**src/rtl/bk_pipe_adder.sv**
```systemverilog
// Pipelined Brent-Kung adder/subtractor with a ripple-carry shadow checker and mismatch counter.
// Latency PIPE+2 cycles from accepted beat to out_valid; one beat per cycle when not stalled.
// Backpressure: out_valid & ~out_ready freezes every stage, bubbles included; in_ready = ~stall.
module bk_pipe_adder #(
  parameter int W    = 32,
  parameter int PIPE = 1,
  parameter int ECW  = 16
) (
  input  logic           clk,
  input  logic           rst,
  input  logic           in_valid,
  output logic           in_ready,
  input  logic [W-1:0]   ina,
  input  logic [W-1:0]   inb,
  input  logic           cin,
  input  logic           sub,
  output logic           out_valid,
  input  logic           out_ready,
  output logic [W-1:0]   sum,
  output logic           cout,
  output logic           ovf,
  output logic           chk_err,
  output logic [ECW-1:0] err_cnt,
  input  logic           err_clr
);

  // Prefix tree shape: L up-sweep levels followed by L-1 down-sweep levels.
  localparam int L  = $clog2(W);
  localparam int NL = 2 * L - 1;

  // Operands after conditioning (B' and c0), held in the input register.
  typedef struct packed {
    logic         vld;
    logic         c0;
    logic [W-1:0] a;
    logic [W-1:0] bp;
  } opnd_t;

  // Everything one tree level needs: the beat's valid, the shadow operands,
  // the bitwise propagate for the final sum, and the running group G/P.
  typedef struct packed {
    logic         vld;
    logic         c0;
    logic [W-1:0] a;
    logic [W-1:0] bp;
    logic [W-1:0] pr;
    logic [W-1:0] g;
    logic [W-1:0] gp;
  } lane_t;

  // Pipeline stage that prefix level k belongs to. Stage index grows by at
  // most one per level, so each change marks one register boundary; the
  // floor division spreads the PIPE boundaries evenly over the NL levels.
  function automatic int stage_of(input int k);
    return (k * (PIPE + 1)) / NL;
  endfunction

  // Distance to the combining partner at level k.
  function automatic int lvl_span(input int k);
    if (k < L) return 1 << k;
    return 1 << (2 * L - 2 - k);
  endfunction

  // Whether bit i gets a black cell at level k.
  // Up-sweep: bits whose index+1 is a multiple of 2*span.
  // Down-sweep: the odd multiples of span above the first complete block.
  function automatic bit lvl_act(input int k, input int i);
    int s;
    s = lvl_span(k);
    if (k < L) return ((i + 1) % (2 * s)) == 0;
    return (((i + 1) % (2 * s)) == s) && ((i + 1) >= 3 * s);
  endfunction

  function automatic logic [W-1:0] act_mask(input int k);
    logic [W-1:0] m;
    m = '0;
    for (int i = 0; i < W; i++) m[i] = lvl_act(k, i);
    return m;
  endfunction

  logic stall;
  assign stall    = out_valid & ~out_ready;
  assign in_ready = ~stall;

  opnd_t in_q;

  // Input register: condition B and the carry-in so the tree only ever adds.
  always_ff @(posedge clk) begin
    if (rst) begin
      in_q <= '0;
    end else if (!stall) begin
      in_q.vld <= in_valid;
      in_q.a   <= ina;
      in_q.bp  <= sub ? ~inb : inb;
      in_q.c0  <= sub | cin;
    end
  end

  lane_t seed;

  // Bitwise generate/propagate; the carry-in acts as a generate at bit -1,
  // folded into bit 0 so group generate G[i] directly equals carry c[i+1].
  always_comb begin
    seed.vld  = in_q.vld;
    seed.c0   = in_q.c0;
    seed.a    = in_q.a;
    seed.bp   = in_q.bp;
    seed.pr   = in_q.a ^ in_q.bp;
    seed.g    = in_q.a & in_q.bp;
    seed.g[0] = seed.g[0] | (seed.pr[0] & in_q.c0);
    seed.gp   = seed.pr;
  end

  for (genvar k = 0; k < NL; k++) begin : g_lvl
    localparam int           SPAN = lvl_span(k);
    localparam logic [W-1:0] M    = act_mask(k);

    lane_t        li;
    lane_t        lo;
    logic [W-1:0] g_sh;
    logic [W-1:0] gp_sh;

    if (k == 0) begin : g_seed
      assign li = seed;
    end else if (stage_of(k) != stage_of(k - 1)) begin : g_reg
      // Internal pipeline register between two prefix levels.
      always_ff @(posedge clk) begin
        if (rst) begin
          li <= '0;
        end else if (!stall) begin
          li <= g_lvl[k-1].lo;
        end
      end
    end else begin : g_wire
      assign li = g_lvl[k-1].lo;
    end

    // Partner values shifted into place so every cell is a plain vector op.
    assign g_sh  = li.g  << SPAN;
    assign gp_sh = li.gp << SPAN;

    // Black cells on the active bits of this level; other bits pass through.
    always_comb begin
      lo    = li;
      lo.g  = (li.g  & ~M) | (M & (li.g | (li.gp & g_sh)));
      lo.gp = (li.gp & ~M) | (M & li.gp & gp_sh);
    end
  end

  lane_t last;
  assign last = g_lvl[NL-1].lo;

  logic         unused_gp;
  assign unused_gp = ^last.gp;

  // Carries from the tree: c[0] = c0, c[i+1] = G[0..i].
  logic [W:0]   bk_c;
  logic [W-1:0] bk_sum;
  logic         bk_cout;
  logic         bk_ovf;

  assign bk_c    = {last.g, last.c0};
  assign bk_sum  = last.pr ^ bk_c[W-1:0];
  assign bk_cout = bk_c[W];
  assign bk_ovf  = bk_c[W-1] ^ bk_cout;

  logic [W-1:0] rc_sum;
  logic         rc_cout;

  // Shadow ripple-carry adder on the same conditioned operands as the tree.
  always_comb begin
    logic c;
    c      = last.c0;
    rc_sum = '0;
    for (int i = 0; i < W; i++) begin
      rc_sum[i] = last.a[i] ^ last.bp[i] ^ c;
      c         = (last.a[i] & last.bp[i]) | ((last.a[i] ^ last.bp[i]) & c);
    end
    rc_cout = c;
  end

  logic mis;
  assign mis = {bk_cout, bk_sum} != {rc_cout, rc_sum};

  // Output register: bubbles clear out_valid but leave the last data in place.
  always_ff @(posedge clk) begin
    if (rst) begin
      out_valid <= 1'b0;
      sum       <= '0;
      cout      <= 1'b0;
      ovf       <= 1'b0;
      chk_err   <= 1'b0;
    end else if (!stall) begin
      out_valid <= last.vld;
      if (last.vld) begin
        sum     <= bk_sum;
        cout    <= bk_cout;
        ovf     <= bk_ovf;
        chk_err <= mis;
      end
    end
  end

  // Saturating count of delivered beats that failed the shadow check; clear wins.
  always_ff @(posedge clk) begin
    if (rst) begin
      err_cnt <= '0;
    end else if (err_clr) begin
      err_cnt <= '0;
    end else if (out_valid && out_ready && chk_err && (err_cnt != {ECW{1'b1}})) begin
      err_cnt <= err_cnt + ECW'(1);
    end
  end

endmodule

```
**config.mk**
```make
export PLATFORM = sky130hd
export DESIGN_NAME = bk_pipe_adder
export DESIGN_NICKNAME = d
export VERILOG_FILES = /design/src/rtl/bk_pipe_adder.sv
export SDC_FILE = /design/constraint.sdc
export NUM_CORES = 1
export LEC_CHECK = 0
export BUFFER_PORTS_ARGS = -buffer_cell sky130_fd_sc_hd__buf_4
export CAP_MARGIN = 20
export CORE_MARGIN = 2
export CORE_UTILIZATION = 35
export CTS_BUF_LIST = sky130_fd_sc_hd__clkbuf_4 sky130_fd_sc_hd__clkbuf_8 sky130_fd_sc_hd__clkbuf_16
export DETAILED_ROUTE_END_ITERATION = 10
export HOLD_SLACK_MARGIN = 0.08
export PLACE_DENSITY = 0.59
export SLEW_MARGIN = 20
export SYNTH_ARGS = -nofsm -noshare
export SYNTH_HDL_FRONTEND = slang
export SYNTH_SLANG_ARGS = --single-unit
```
**constraint.sdc**
```tcl
create_clock -name clk -period 12.8 [get_ports clk]
set_input_delay 1.28 -clock clk [delete_from_list [all_inputs] [get_ports clk]]
set_output_delay 1.28 -clock clk [all_outputs]
set_load 0.005 [all_outputs]
```
==> PnR_summary.wiki, run 1 <==
{| class="wikitable"
! Metric !! Value
|-
| Routed len/inst || between 15 and 20 um
|-
| Master of the slowest instance on the critical path || fa_2
|-
| Largest buffer count on any clock path || 3
|-
| Fin nets || 1,666
|-
| Global-route congestion overflow total || 0
|-
| Number of setup violations in the final report || 0
|-
| Residual DRC count || 0
|-
| Synthesis-stage register bit count || 259
|-
| Slew at the pin closest to its max-slew limit || 1.03 ns
|-
| Number of enable flip-flop cells after synthesis || 0
|-
| Buffer cell driving the clock tree root || clkbuf_16
|-
| Part of the power in registers || 0.452
|-
| Via/cell ratio || 4.79
|-
| Sink count of the clock tree || 259
|-
| Cell count after synthesis || ~1,400
|-
| Worst Path Max Fanout || 2
|-
| Portion of the clock cycle consumed by the worst path in the final layout || 0.980
|-
| Power density over the cells || 139 mW/mm2
|-
| Category of the most critical setup path || reg2reg
|-
| Horizontal die dimension || between 150 and 200 um
|-
| Fraction of final layout cells with drive strength greater than 1 || 0.150
|-
| Ports || 124
|-
| Area added between synthesis and finish || 19.1%
|-
| Source-to-sink clock delay at the later pin of the worst-skew pair || 0.55 ns
|-
| Count of buffers from port buffering || 123
|-
| Total number of H-tree levels || 1
|-
| Category of the worst setup path capture point || flop
|-
| Slew Limit Headroom || 0.311
|-
| Leak pwr || between 0.005 and 0.006 uW
|-
| Detailed-placement wirelength estimate || 20.8 mm
|-
| Share of total power in the clock network || 0.424
|-
| Fill cell instance count of the final layout || 3,383
|-
| Clock-pin slew on the worst setup and hold paths || 0.06 ns
|-
| Die Ht || 188 um
|-
| Final GP Congestion || a little under 0.9
|-
| Part of the total power dissipated in combinational logic || 0.123
|-
| Number of global-route vias before repair || 9,171
|-
| Total net switching power || 500 uW
|-
| Share of total power consumed by net switching || 0.255
|-
| CP Data Arrival Time || 12.93 ns
|-
| Number of antenna-violating nets in the routed design || 0
|-
| Post-synthesis average cell area || about 8.2 um2
|-
| Worst reg2reg path depth || 38
|-
| RSZ-0062 raised after global routing || yes
|-
| Tightest hold margin || approximately 0.45 ns
|-
| Clock tree from TritonCTS || built
|-
| Max-cap check violation count || 0
|-
| Number of search-and-repair iterations in the first detailed-routing pass || 5
|-
| Syn_nets || 1,591
|-
| Fmax || 0.0798 GHz
|-
| Worst hold path type || reg2reg
|-
| Worst EP required || 13.19 ns
|-
| Mapped Area || between 0.01 and 0.015 mm2
|-
| Delay contributed by the slowest stage of the critical path || 0.40 ns
|-
| Number of design-rule violations left by the first detailed-router iteration || ~710
|-
| Fin. max-slew vios || 0
|-
| Shortest clock period the worst path allows after layout || 12.54 ns
|-
| Post-Route Skew || approximately 0.020 ns
|-
| Critical Path Start Type || flop
|-
| Final wirelength || 29.8 mm
|-
| Flip-flop cell with the highest count after synthesis || dfxtp_1
|-
| Most numerous cell on the critical path || fa_2
|-
| Area enclosed by the die boundary || 0.0354 mm2
|-
| Run status || completed
|-
| Initial Utilization || 0.354
|-
| Netlist cell types || 48
|-
| First-pass GRT wire length || 48.5 mm
|-
| Number of antenna violations at the first check in global routing || 0
|-
| Total of warnings raised by yosys || 0
|-
| Clock buffer count from CTS || 28
|-
| Hold Violations, Final || 0
|-
| Total GRT Usage || 0.168
|-
| Core occupancy in the finished layout || 0.422
|-
| Maximum number of pins on one net before global-route repair || 98
|-
| Async set-reset flop share out of synthesis || 0
|-
| Maximum vdd drop || 0.000110 V
|-
| Setup TNS || 0 ns
|-
| # diodes || 0
|-
| Design internal power || 1460 uW
|-
| Core Area || 0.0334 mm2
|-
| Sequential share of the synthesized area || 0.437
|-
| Number of standard-cell rows in the floorplan || 67
|-
| Vias || between 9,000 and 10,000
|-
| Number of cells traversed by the worst hold path || 2
|}
[synth_stat cells (2+ instances only)]
cell	instances	area [um2]
a21oi_1	205	1030
nand2b_1	3	18.8
ha_1	48	601
buf_1	10	37.5
a31oi_1	2	12.5
buf_2	28	140
a211oi_1	47	353
xor2_1	18	158
nand4_1	13	81.3
fa_1	32	641
o21bai_1	2	15.0
nand3_1	15	75.1
nor3b_1	8	60.1
dfxtp_1	259	5180
clkbuf_1	48	180
xnor2_1	80	701
a21o_1	14	105
nor2_1	100	375
nor2b_1	5	31.3
nor3_1	10	50.1
o21ai_0	14	70.1
inv_1	65	244
nand2_1	381	1430
and3_1	4	25.0
nor4_1	6	37.5
[layout by cell type (no fill, tap or decap), types with 5 or more instances in the layout]
cell type  synthesis  routed
inv_1             65      65
nor3_1            10      10
a211oi_1          47      47
nor4_1             6       5
nand3_1           15      15
dfxtp_1          259     256
a21o_1            14      14
a21oi_1          205     205
xnor2_1           80      80
xor2_1            18      18
clkbuf_8           0      11
nand2_1          381     381
buf_4              0     130
fa_2               0      31
clkbuf_16          0      29
ha_1              48      48
o21ai_0           14      14
nor2_1           100     100
nand4_1           13      13
nor3b_1            8       8
[per-stage QoR]
step	total power, uW	worst slack, ns	area, um2	instances
after global placement	1140	-0.567	13100	1933
after CTS	1980	0.0178	14100	1984
after floorplan	1050	0.00112	11900	1440
after global routing	2050	-0.0463	14100	1984
final	1960	0.262	14100	1984
after detailed placement	1140	-0.789	13100	1933
[state kept, by name, summed over array words and instances, names as in the netlist]
register,flops
g_lvl.li,174
bk_c,1
g_lvl.g_sh,24
sum,32
err_cnt,16
cout,1
g_lvl.gp_sh,8
ovf,1
out_valid,1
chk_err,1
[repair_timing]
| action | 4_1_cts | 5_1_grt |
|---|---|---|
| endpoints found under the setup margin | 1 | 1 |
| setup buffers | 0 | 0 |
| pin swaps | 6 | 7 |
| gates resized for setup | 24 | 0 |
| hold buffers | 0 | 0 |
[kinds of logic after synthesis]
kind of cell    count (synthesis)  share of synthesized area
mux                             2                    0.00179
simple gates                  556                      0.192
xor+xnor                       98                     0.0724
flops                         259                      0.437
buf+inv                       152                     0.0511
fa+ha+maj                      80                      0.105
compound gates                293                      0.141
[area by class of cell]
type / instances / area [um2] / share of cell area
clock buffer: 44 / 907 / 0.0642
sequential: 259 / 5190 / 0.367
clock inverter: 7 / 67.6 / 0.00479
inverter: 66 / 253 / 0.0179
multi-input combinational: 1029 / 6160 / 0.436
tap: 448 / 561 / 0.0397
timing repair buffer: 131 / 987 / 0.0699
[power groups by stage]
stage	combinational (uW)	sequential (uW)	clock [uW]
2_1_floorplan	162	892	0
3_3_place_gp	237	903	0
3_5_place_dp	238	905	0
4_1_cts	242	887	851
5_1_grt	269	892	886
6_report	242	887	832
[worst paths after layout]
| check | from | to | slack (ns) |
|---|---|---|---|
| max | g_lvl[5].li[96] | chk_err | 0.26 |
| min | g_lvl[5].gp_sh[13] | g_lvl[5].gp_sh[13] | 0.45 |
| max reg2reg | g_lvl[5].li[96] | chk_err | 0.26 |
| min reg2reg | g_lvl[5].gp_sh[13] | g_lvl[5].gp_sh[13] | 0.45 |
[metal layers]
| layer | vias to the layer above | part of all wire | global-route usage |
|---|---|---|---|
| li1 | 4871 | - | - |
| met1 | 4358 | 0.50 | 0.252 |
| met2 | 230 | 0.43 | 0.250 |
| met3 | 42 | 0.056 | 0.0230 |
| met4 | 0 | 0.019 | 0.0424 |
| met5 | - | 0 | 0 |
[critical path, delay by kind of cell, from the launching register on]
family	cells	cell delay, ns
buffers and inverters	1	0.05
adder cells (fa/ha/maj)	32	11.12
AO/OA/AOI/OAI	1	0.11
AND/OR/NAND/NOR	3	0.64
XOR/XNOR	1	0.13
flip-flops	1	0.34
Power figures use the tool's default switching activity.
==> inputs of run 2 (changes only) <==
--- a/config.mk
+++ b/config.mk
@@ -9,3 +9,2 @@
 export CAP_MARGIN = 20
-export CORE_MARGIN = 2
 export CORE_UTILIZATION = 35
==> constraint.sdc (replaced) <==
create_clock -name clk -period 12.8 [get_ports clk]
set_input_delay 2.56 -clock clk [delete_from_list [all_inputs] [get_ports clk]]
set_output_delay 2.56 -clock clk [all_outputs]
set_load 0.005 [all_outputs]
==> PnR_summary.wiki, run 2 (synthesized netlist as in run 1, its figures left out) <==
{| class="wikitable"
! Metric !! Value
|-
| Fraction of final layout cells with drive strength greater than 1 || 0.149 (-0.00111)
|-
| Horizontal die dimension || 186 um (-1.1%)
|-
| Number of search-and-repair iterations in the first detailed-routing pass || 5 (unchanged)
|-
| Maximum vdd drop || 0.0000800 V (-28%)
|-
| Residual DRC count || 0 (unchanged)
|-
| Total GRT Usage || 0.171 (+0.00377)
|-
| Top register by number of flip-flops || g_lvl.li
|-
| Hold Violations, Final || 0 (unchanged)
|-
| Source-to-sink clock delay at the later pin of the worst-skew pair || 0.54 ns (about the same)
|-
| Hold buffer count at CTS || 0 (unchanged)
|-
| Global Route met3 Usage || 0.0247 (+0.00163)
|-
| Number of non-filler instances in the completed layout || 1,982 (-0.10%)
|-
| Instance count after placement with tap cells included || 1,933 (unchanged)
|-
| Leak pwr || 0.00549 uW (-0.38%)
|-
| Number of setup violations in the final report || 0 (unchanged)
|-
| Ports || 124 (unchanged)
|-
| Detailed-placement wirelength estimate || 20.7 mm (-0.41%)
|-
| Global-route layer with the greatest usage || met2
|-
| Category of the most critical setup path || reg2reg
|-
| Final wirelength || 29.6 mm (-0.49%)
|-
| Worst Path Max Fanout || 2 (unchanged)
|-
| Portion of the clock cycle consumed by the worst path in the final layout || 0.979 (about the same)
|-
| Setup TNS || 0 ns (unchanged)
|-
| Clock-pin slew on the worst setup and hold paths || 0.06 ns (about the same)
|-
| Total number of H-tree levels || 1 (unchanged)
|-
| Run status || completed
|-
| Shortest clock period the worst path allows after layout || 12.53 ns (-0.00498 ns)
|-
| Power density over the cells || 138 mW/mm2 (-0.89%)
|-
| Maximum number of pins on one net before global-route repair || 104 (+6.1%)
|-
| Fmax || 0.0798 GHz (about the same)
|-
| Core Area || 0.0334 mm2 (unchanged)
|-
| Delay contributed by the slowest stage of the critical path || 0.54 ns (+0.14 ns)
|-
| Area enclosed by the die boundary || 0.0346 mm2 (-2.1%)
|-
| RSZ-0062 raised after global routing || yes
|-
| Max-cap check violation count || 0 (unchanged)
|-
| Buffer cell driving the clock tree root || clkbuf_16
|-
| Via/cell ratio || 4.80 (+0.30%)
|-
| Clock buffer count from CTS || 28 (unchanged)
|-
| Post-Route Skew || 0.00968 ns (-0.00995 ns)
|-
| Global-route congestion overflow total || 0 (unchanged)
|-
| Die Ht || 186 um (-1.1%)
|-
| Tightest hold margin || 0.448 ns (-0.00157 ns)
|-
| Initial Utilization || 0.354 (unchanged)
|-
| Largest buffer count on any clock path || 3 (unchanged)
|-
| First-pass GRT wire length || 47.1 mm (-2.9%)
|-
| Area added between synthesis and finish || 18.7%
|-
| Largest register FFs || 174 (unchanged)
|-
| Post-CTS setup-driven buffer insertion count || 0 (unchanged)
|-
| Master of the slowest instance on the critical path || fa_2
|-
| Total non-filler cell area in the finished layout || 0.0141 mm2 (-0.35%)
|-
| Fin nets || 1,666 (unchanged)
|-
| Number of global-route vias before repair || 8,821 (-3.8%)
|-
| Most frequent standard cell in the layout excluding fill and tap cells || nand2_1
|-
| # diodes || 0 (unchanged)
|-
| Vias || 9,520 (+0.20%)
|-
| Number of design-rule violations left by the first detailed-router iteration || 642 (-9.8%)
|-
| Worst EP required || 13.17 ns (-0.02 ns)
|-
| Clock tree from TritonCTS || built
|-
| Critical Path Start Type || flop
|-
| Count of buffers from port buffering || 123 (unchanged)
|-
| Met2 usage || 0.259 (+0.00801)
|-
| Slew Limit Headroom || 0.266 (-0.0448)
|-
| Slew at the pin closest to its max-slew limit || 1.10 ns (+0.0673 ns)
|-
| Worst hold path type || reg2reg
|-
| Routed len/inst || 14.9 um (-0.39%)
|-
| Final GP Congestion || 0.898 (+3.9%)
|-
| Number of antenna-violating nets in the routed design || 0 (unchanged)
|-
| Number of standard-cell rows in the floorplan || 67 (unchanged)
|-
| Sink count of the clock tree || 259 (unchanged)
|-
| Number of antenna violations at the first check in global routing || 0 (unchanged)
|-
| Core occupancy in the finished layout || 0.421 (-0.00150)
|-
| Commonest non-fill, non-tap cells in the layout || nand2_1 (381), dfxtp_1 (256), a21oi_1 (205), buf_4 (130), nor2_1 (100)
|-
| Instance area after placement || 0.0131 mm2 (unchanged)
|-
| Most numerous cell on the critical path || fa_2
|-
| Category of the worst setup path capture point || flop
|-
| CP Data Arrival Time || 12.90 ns (-0.03 ns)
|-
| M1 GR Usage || 0.251 (-0.00153)
|-
| Fin. max-slew vios || 0 (unchanged)
|}
-- run 2: changes by cell type in the layout (fill, tap and decap cells not counted) --
cell       delta
clkinv_2      +2
clkinv_4      -2
bufinv_16     +1
clkbuf_4      +5
clkbuf_8      -8
-- run 2: worst paths after layout --
| check | startpoint | to | slack [ns] | cells past startpoint |
|---|---|---|---|---|
| setup / recovery | g_lvl[5].li[96] | chk_err | 0.27 | 37 |
| hold / removal | g_lvl[5].li[132] | g_lvl[5].li[132] | 0.45 | 2 |
| setup reg to reg | g_lvl[5].li[96] | chk_err | 0.27 | 37 |
| hold reg to reg | g_lvl[5].li[132] | g_lvl[5].li[132] | 0.45 | 2 |
-- run 2: report_power, final --
| group | internal (uW) | switching [uW] |
|---|---|---|
| logic | 106 | 138 |
| registers | 851 | 34.7 |
| clock network | 489 | 318 |
| total | 1450 | 491 |
-- run 2: final cells by class --
cell class / instances / area (um2)
Fill cell: 3392 / 19400
Clock buffer: 41 / 835
Multi-Input combinational cell: 1029 / 6160
Tap cell: 448 / 561
Timing Repair Buffer: 131 / 987
Sequential cell: 259 / 5190
Clock inverter: 8 / 90.1
Inverter: 66 / 253
-- run 2: through the flow --
step	power, uW	setup slack [ns]
2_1_floorplan	1050	0.00112
3_3_place_gp	1140	-0.589
3_5_place_dp	1140	-0.744
4_1_cts	1960	0.0141
5_1_grt	2020	-0.0345
6_report	1940	0.267
-- run 2: critical path: cells and delay by family, from the launching register on --
| family | cells | cell delay, ns |
|---|---|---|
| and+or+nand+nor | 2 | 0.38 |
| xor gates and xnor gates | 1 | 0.13 |
| DFF | 1 | 0.34 |
| AOI/OAI and AO/OA | 1 | 0.11 |
| adders and majority gates | 32 | 11.34 |
| buffers and inverters | 1 | 0.05 |
-- run 2: what timing repair did --
item | in CTS | in global routing
setup endpoints to repair | 1 | 1
endpoints found under the hold margin | 0 | 0
resized for setup | 21 | 3
pin swaps | 4 | 6
-- run 2: layer usage --
layer  up-vias  routed length (um)  share of wire
li1       4869                   -              -
met5         -                   0              0
met4         0                 657          0.022
met1      4410               14800           0.50
met3        47                1380          0.047
met2       194               12700           0.43
